`src/rtl/pixel_pkg.sv`:
```
// Shared definitions for the pixel stream path.
//   PIXEL_W      : pixel / UART byte width
//   edge_state_t : Edge stage states (E_IDLE, E_WAIT)
//   tx_state_t   : TX stage states (T_IDLE, T_ARM, T_WAIT)
package pixel_pkg;
   localparam int PIXEL_W = 8;

   typedef enum logic {E_IDLE, E_WAIT} edge_state_t;
   typedef enum logic [1:0] {T_IDLE, T_ARM, T_WAIT} tx_state_t;
endpackage

```
`src/rtl/pixel_stream_ctrl_if.sv`:
```
// UART and Edge filter signals seen by the pixel stream controller.
//   master : controller side (drives transmit/data_tx/edge_en/edge_in)
//   slave  : UART + Edge filter side (drives recieved/data_rx/busy_tx/edge_out)
interface pixel_stream_ctrl_if;
   import pixel_pkg::*;

   logic               recieved;
   logic [PIXEL_W-1:0] data_rx;
   logic               busy_tx;
   logic               transmit;
   logic [PIXEL_W-1:0] data_tx;
   logic               edge_en;
   logic [PIXEL_W-1:0] edge_in;
   logic [PIXEL_W-1:0] edge_out;

   modport master (
      input  recieved, data_rx, busy_tx, edge_out,
      output transmit, data_tx, edge_en, edge_in
   );

   modport slave (
      output recieved, data_rx, busy_tx, edge_out,
      input  transmit, data_tx, edge_en, edge_in
   );
endinterface

```
`src/rtl/pixel_stream_ctrl_sync_fifo.sv`:
```
// Single-clock circular FIFO with pointers one bit wider than the index,
// so full and empty are told apart by the pointer difference.
//   clk, rst_n  : clock, async active-low reset
//   push, din   : write strobe and data
//   pop, dout   : read strobe and head data (dout shows head combinationally)
//   level       : number of stored entries
//   empty, full : status flags
module sync_fifo #(
   parameter int WIDTH = 8,
   parameter int DEPTH = 4
) (
   input  logic                   clk,
   input  logic                   rst_n,
   input  logic                   push,
   input  logic [WIDTH-1:0]       din,
   input  logic                   pop,
   output logic [WIDTH-1:0]       dout,
   output logic [$clog2(DEPTH):0] level,
   output logic                   empty,
   output logic                   full
);
   localparam int AW = $clog2(DEPTH);

   logic [WIDTH-1:0] mem [DEPTH];
   logic [AW:0]      wr_ptr, rd_ptr;
   logic             push_ok, pop_ok;

   assign push_ok = push & ~full;
   assign pop_ok  = pop & ~empty;

   always_ff @(posedge clk or negedge rst_n) begin
      if (!rst_n) begin
         wr_ptr <= '0;
         rd_ptr <= '0;
      end else begin
         if (push_ok) wr_ptr <= wr_ptr + 1'b1;
         if (pop_ok)  rd_ptr <= rd_ptr + 1'b1;
      end
   end

   always_ff @(posedge clk) begin
      if (push_ok) mem[wr_ptr[AW-1:0]] <= din;
   end

   assign dout  = mem[rd_ptr[AW-1:0]];
   assign level = wr_ptr - rd_ptr;
   assign empty = (level == '0);
   assign full  = (level == (AW+1)'(DEPTH));
endmodule

```
`src/rtl/pixel_stream_ctrl.sv`:
```
// Sequences UART RX -> Edge filter -> result FIFO -> UART TX.
//   clk, rst_n : 50 MHz clock, async active-low reset
//   io         : UART/Edge handshake bundle (master side)
//   fifo_level : entries currently in the result FIFO
//   drop_cnt   : saturating count of bytes dropped (FIFO full or Edge busy)
//   active     : Edge or TX stage busy, or FIFO non-empty
module pixel_stream_ctrl
   import pixel_pkg::*;
#(
   parameter int FIFO_DEPTH = 4,
   parameter int EDGE_LAT   = 1
) (
   input  logic                        clk,
   input  logic                        rst_n,
   pixel_stream_ctrl_if.master         io,
   output logic [$clog2(FIFO_DEPTH):0] fifo_level,
   output logic [7:0]                  drop_cnt,
   output logic                        active
);
   localparam int LVL_W = $clog2(FIFO_DEPTH) + 1;

   edge_state_t        e_state, e_next;
   tx_state_t          t_state, t_next;
   logic               rcv_q, rx_evt;
   logic [3:0]         lat_cnt;
   logic               arm_cnt;
   logic               accept, drop, push, pop;
   logic [LVL_W:0]     slots_used;
   logic [PIXEL_W-1:0] fifo_dout;
   logic               fifo_empty, fifo_full;

   // rcv_q resets high so a receive flag already set out of reset is ignored
   assign rx_evt = io.recieved & ~rcv_q;

   // The in-flight Edge byte already owns a FIFO slot
   assign slots_used = {1'b0, fifo_level} + (LVL_W+1)'(e_state == E_WAIT);

   always_comb begin
      e_next = e_state;
      accept = 1'b0;
      drop   = 1'b0;
      push   = 1'b0;
      case (e_state)
         E_IDLE: begin
            if (rx_evt) begin
               if (slots_used < (LVL_W+1)'(FIFO_DEPTH)) begin
                  accept = 1'b1;
                  e_next = E_WAIT;
               end else begin
                  drop = 1'b1;
               end
            end
         end
         E_WAIT: begin
            drop = rx_evt;
            // Countdown runs after the edge_en cycle, so the capture lands
            // EDGE_LAT cycles after the enable pulse.
            if (lat_cnt == '0 && !io.edge_en) begin
               push   = 1'b1;
               e_next = E_IDLE;
            end
         end
         default: e_next = E_IDLE;
      endcase
   end

   always_comb begin
      t_next = t_state;
      pop    = 1'b0;
      case (t_state)
         T_IDLE: begin
            if (!fifo_empty && !io.busy_tx) begin
               pop    = 1'b1;
               t_next = T_ARM;
            end
         end
         // Give the transmitter two cycles to raise busy; one that completes
         // instantly never does.
         T_ARM:   if (io.busy_tx || arm_cnt) t_next = T_WAIT;
         T_WAIT:  if (!io.busy_tx) t_next = T_IDLE;
         default: t_next = T_IDLE;
      endcase
   end

   always_ff @(posedge clk or negedge rst_n) begin
      if (!rst_n) begin
         rcv_q       <= 1'b1;
         e_state     <= E_IDLE;
         t_state     <= T_IDLE;
         lat_cnt     <= '0;
         arm_cnt     <= 1'b0;
         io.edge_en  <= 1'b0;
         io.edge_in  <= '0;
         io.transmit <= 1'b0;
         io.data_tx  <= '0;
         drop_cnt    <= '0;
      end else begin
         rcv_q   <= io.recieved;
         e_state <= e_next;
         t_state <= t_next;

         io.edge_en <= accept;
         if (accept) begin
            io.edge_in <= io.data_rx;
            lat_cnt    <= 4'(EDGE_LAT - 1);
         end else if (e_state == E_WAIT && !io.edge_en && lat_cnt != '0) begin
            lat_cnt <= lat_cnt - 1'b1;
         end

         if (drop && drop_cnt != 8'hFF) drop_cnt <= drop_cnt + 1'b1;

         io.transmit <= pop;
         if (pop) io.data_tx <= fifo_dout;
         arm_cnt <= (t_state == T_ARM);
      end
   end

   sync_fifo #(
      .WIDTH (PIXEL_W),
      .DEPTH (FIFO_DEPTH)
   ) u_fifo (
      .clk   (clk),
      .rst_n (rst_n),
      .push  (push),
      .din   (io.edge_out),
      .pop   (pop),
      .dout  (fifo_dout),
      .level (fifo_level),
      .empty (fifo_empty),
      .full  (fifo_full)
   );

   assign active = (e_state != E_IDLE) || (t_state != T_IDLE) || !fifo_empty;
endmodule

```
`src/flat_wrapper.sv`:
```
// flat-port wrapper written by rule: the top's interface ports become plain ports
module pixel_stream_ctrl_flat import pixel_pkg::*;
#(
   parameter int FIFO_DEPTH = 4,
   parameter int EDGE_LAT   = 1
)
  (clk, rst_n, fifo_level, drop_cnt, active, io_recieved, io_data_rx, io_busy_tx, io_edge_out, io_transmit, io_data_tx, io_edge_en, io_edge_in);
  pixel_stream_ctrl_if io_i ();
  input  logic clk;
  input  logic rst_n;
  output logic [$clog2(FIFO_DEPTH):0] fifo_level;
  output logic [7:0] drop_cnt;
  output logic active;
  input wire logic [$bits(io_i.recieved)-1:0] io_recieved;
  input wire logic [$bits(io_i.data_rx)-1:0] io_data_rx;
  input wire logic [$bits(io_i.busy_tx)-1:0] io_busy_tx;
  input wire logic [$bits(io_i.edge_out)-1:0] io_edge_out;
  output wire logic [$bits(io_i.transmit)-1:0] io_transmit;
  output wire logic [$bits(io_i.data_tx)-1:0] io_data_tx;
  output wire logic [$bits(io_i.edge_en)-1:0] io_edge_en;
  output wire logic [$bits(io_i.edge_in)-1:0] io_edge_in;
  assign io_i.recieved = io_recieved;
  assign io_i.data_rx = io_data_rx;
  assign io_i.busy_tx = io_busy_tx;
  assign io_i.edge_out = io_edge_out;
  assign io_transmit = io_i.transmit;
  assign io_data_tx = io_i.data_tx;
  assign io_edge_en = io_i.edge_en;
  assign io_edge_in = io_i.edge_in;
  pixel_stream_ctrl #(.FIFO_DEPTH(FIFO_DEPTH), .EDGE_LAT(EDGE_LAT)) u_core (.clk(clk), .rst_n(rst_n), .io(io_i), .fifo_level(fifo_level), .drop_cnt(drop_cnt), .active(active));
endmodule
```
`config.mk`:
```
export PLATFORM = sky130hd
export DESIGN_NAME = pixel_stream_ctrl_flat
export DESIGN_NICKNAME = d
export VERILOG_FILES = /design/src/rtl/pixel_pkg.sv /design/src/rtl/pixel_stream_ctrl_if.sv /design/src/rtl/pixel_stream_ctrl_sync_fifo.sv /design/src/rtl/pixel_stream_ctrl.sv /design/src/flat_wrapper.sv
export SDC_FILE = /design/constraint.sdc
export NUM_CORES = 1
export LEC_CHECK = 0
export CORE_MARGIN = 4
export CORE_UTILIZATION = 52
export DETAILED_ROUTE_END_ITERATION = 10
export GPL_TIMING_DRIVEN = 0
export HOLD_SLACK_MARGIN = 0.02
export PLACE_DENSITY = 0.78
export SYNTH_ARGS = -nofsm -noshare
export SYNTH_HDL_FRONTEND = slang
export SYNTH_SLANG_ARGS = --single-unit
```
`constraint.sdc`:
```
create_clock -name clk -period 3.1 [get_ports clk]
set_input_delay 0.62 -clock clk [delete_from_list [all_inputs] [get_ports clk]]
set_output_delay 0.62 -clock clk [all_outputs]
set_load 0.01 [all_outputs]
```
==> run metrics <==
RSZ-0062 raised after global routing true; number of DRC markers in iteration 0 68; area leader, netlist dfrtp_1; syn_area_per_cell 16.4 um2; Clk pin slew, worst setup/hold paths ~0.08 ns; worst slack at placement -0.298 ns; Std-Cell Rows 27; post-layout min period about 3.0 ns; Seq/Total Area, Yosys about 66%; top-count cell post-synth dfrtp_1; Core ar. about 0.0056 mm2; fmax about 0.33 GHz; area grow syn2layout 29.2%; CTS Hold Bufs 0; Crit path arrival time approximately 2.4 ns; final setup margin 0.0999 ns; met3 routed WL roughly 140 um; type of the worst setup path reg2out; vias in the first global route around 1,800; CP Max Fanout 4; Leak between 1.5 and 2 nW; worst skew pair latency approximately 0.34 ns; Worst Hold Class in2async; DP HPWL 3640 um; Synth top cells by count dfrtp_1, edfxtp_1, mux2_2, xor2_1; area share of and/or/nand/nor cells after synthesis between 7 and 8%; total power roughly 4.1 mW; synth warn 0; critical path required time 2.48 ns; initial core utilization 54.1%; status completed; Syn Std Cell Area 0.00301 mm2; Die Y about 84 um; fin nets approximately 280; Final Setup Violations 0; WL/cell between 15 and 20 um; Synth cell types 34; clock buffer depth 2; main combinational cell family by area after synthesis multiplexers; largest net degree at the start of global routing 39; max-cap violation count 0; Top Layer Used met4; Via density between 5 and 6; syn nets around 210; Pwr Density about 1000 mW/mm2; met2 wire len ~2800 um; Remaining Overflow, GRT 0; first-pass GRT wire length slightly below 9000 um; Port Buf Inserts between 40 and 50; H-tree depth 3; Synth top area share between 30% and 40%; Peak supply drop a little under 0.0006 V; final core utilization 69.8%; Cells after Synth around 180; IO Pins 50; GRT Util Overall 16.4%; EDFF count, synth 32; Placed Area ~0.0036 mm2; Startpoint Class flop; filler cell count 395; wl on met1 about 2400 um; Die W roughly 84 um; clock skew approximately 0.0064 ns; max-slew violation count 0; antenna violations before repair 0; Num Clock Sinks 73; die area just over 0.007 mm2; multiplexer share of the synthesized area between 10% and 20%; GP Congestion ~0.75; adder-cell share of the synthesized area under 10%; CTS buffer count 9; Root Driver clkbuf_8; TritonCTS clock tree yes; via count roughly 1,700; final antenna-violating net count 0; ant diodes 0; Worst Tran Pin Value between 0.7 and 0.8 ns; ys async rst share between 50% and 60%; post-route clock period utilization a little over nine tenths; share of layout cells above drive strength 1 26.7%; Routed WL ~5400 um; xor/xnor cell area share of the yosys netlist 4.90%; compound-gate portion of the synthesized area between 2 and 2.5%; cell area after layout 0.00389 mm2; Seq cells post-synth 73; Area contributors post-synth dfrtp_1, edfxtp_1, mux2_2; Hold Vio Cnt, Final 0; Crit. End Element output port; drt drc 0; DR pass1 iterations 4; slew margin rel. between 40% and 50%; Main synth FF type dfrtp_1
==> critical path, cell delays in order, from the launching register on <==
cell	delay [ns]
dfrtp_1	0.36
inv_2	0.07
ha_2	0.19
fa_2	0.37
xor3_2	0.42
or4b_4	0.50
buf_6	0.14
==> cells in the final DEF, fill, tap and decap left out, types with 4 or more instances in the layout <==
master,n
clkdlybuf4s50_1,46
dfrtp_1,40
edfxtp_1,32
mux2_2,19
xor2_1,10
nor2_1,9
clkbuf_8,9
inv_1,8
mux4_2,8
ha_1,7
buf_4,6
nand3_1,6
nand2_1,5
nor3_1,5
xnor2_1,4
==> area by class of cell <==
class	count	area [um2]	area share, %
clock inverter	7	118	3.02
sequential	73	1990	51.1
buffer	4	26.3	0.675
inverter	9	33.8	0.868
clock buffer	9	124	3.18
tap	72	90.1	2.31
multi-input combinational	98	973	25.0
timing repair buffer	55	539	13.9
==> sequential cells by signal, indices dropped and copies added, names as in the netlist <==
register	flops
u_core.rcv_q	1
u_core.arm_cnt	1
u_core.io.transmit	1
u_core.io.data_tx	8
u_core.io.edge_en	1
u_core.u_fifo.mem	32
u_core.io.edge_in	8
u_core.lat_cnt	4
u_core.u_fifo.wr_ptr	3
u_core.drop_cnt	8
u_core.e_state	1
u_core.t_state	2
u_core.u_fifo.rd_ptr	3
==> cells by family (layout without fill, tap and decap cells) <==
family / Yosys count / in the layout
flip-flops: 73 / 73
AND/OR/NAND/NOR: 40 / 40
multiplexers: 27 / 27
XOR/XNOR: 15 / 15
buffers and inverters: 13 / 84
AO/OA/AOI/OAI: 7 / 7
adder cells (fa/ha/maj): 9 / 9
==> worst paths after layout <==
path                                    startpoint                 endpoint  slack [ns]  cells past startpoint
min reg2reg                u_core.u_fifo.wr_ptr[2]  u_core.u_fifo.wr_ptr[2]        0.48                      1
max                        u_core.u_fifo.wr_ptr[0]                   active         0.1                      6
min in group clk           u_core.u_fifo.wr_ptr[2]  u_core.u_fifo.wr_ptr[2]        0.48                      1
min                                          rst_n        u_core.lat_cnt[2]        0.09                      1
max in group asynchronous                    rst_n             u_core.rcv_q        2.54                      2
max reg2reg                u_core.u_fifo.wr_ptr[0]  u_core.u_fifo.mem[0][1]         0.1                      9
==> metal layers <==
metal	GRT usage, %	vias to the layer above
met5	0	-
met4	6.14	0
met3	3.95	5
met2	26.9	27
met1	21.4	862
li1	-	792
==> through the flow <==
stage                     setup TNS, ns  hold slack (ns)  std cells
after detailed placement         -0.298            0.442        306
after global routing            -0.0866           0.0714        327
after floorplan                       0            0.324        184
after global placement           -0.246            0.470        305
final                                 0           0.0870        327
after CTS                             0           0.0719        325
==> what timing repair did <==
item / 4_1_cts / 5_1_grt
setup endpoints to repair: 2 / 1
resized for setup: 6 / 6
pin swaps: 1 / 3
setup buffers: 3 / 2
==> report_power, final <==
| group | switching [mW] | total (mW) | internal [mW] |
|---|---|---|---|
| Sequential | 0.189 | 1.47 | 1.28 |
| Clock | 0.349 | 0.884 | 0.534 |
| Combinational | 0.751 | 1.72 | 0.966 |
| Total | 1.29 | 4.07 | 2.78 |
Power figures use the tool's default switching activity.
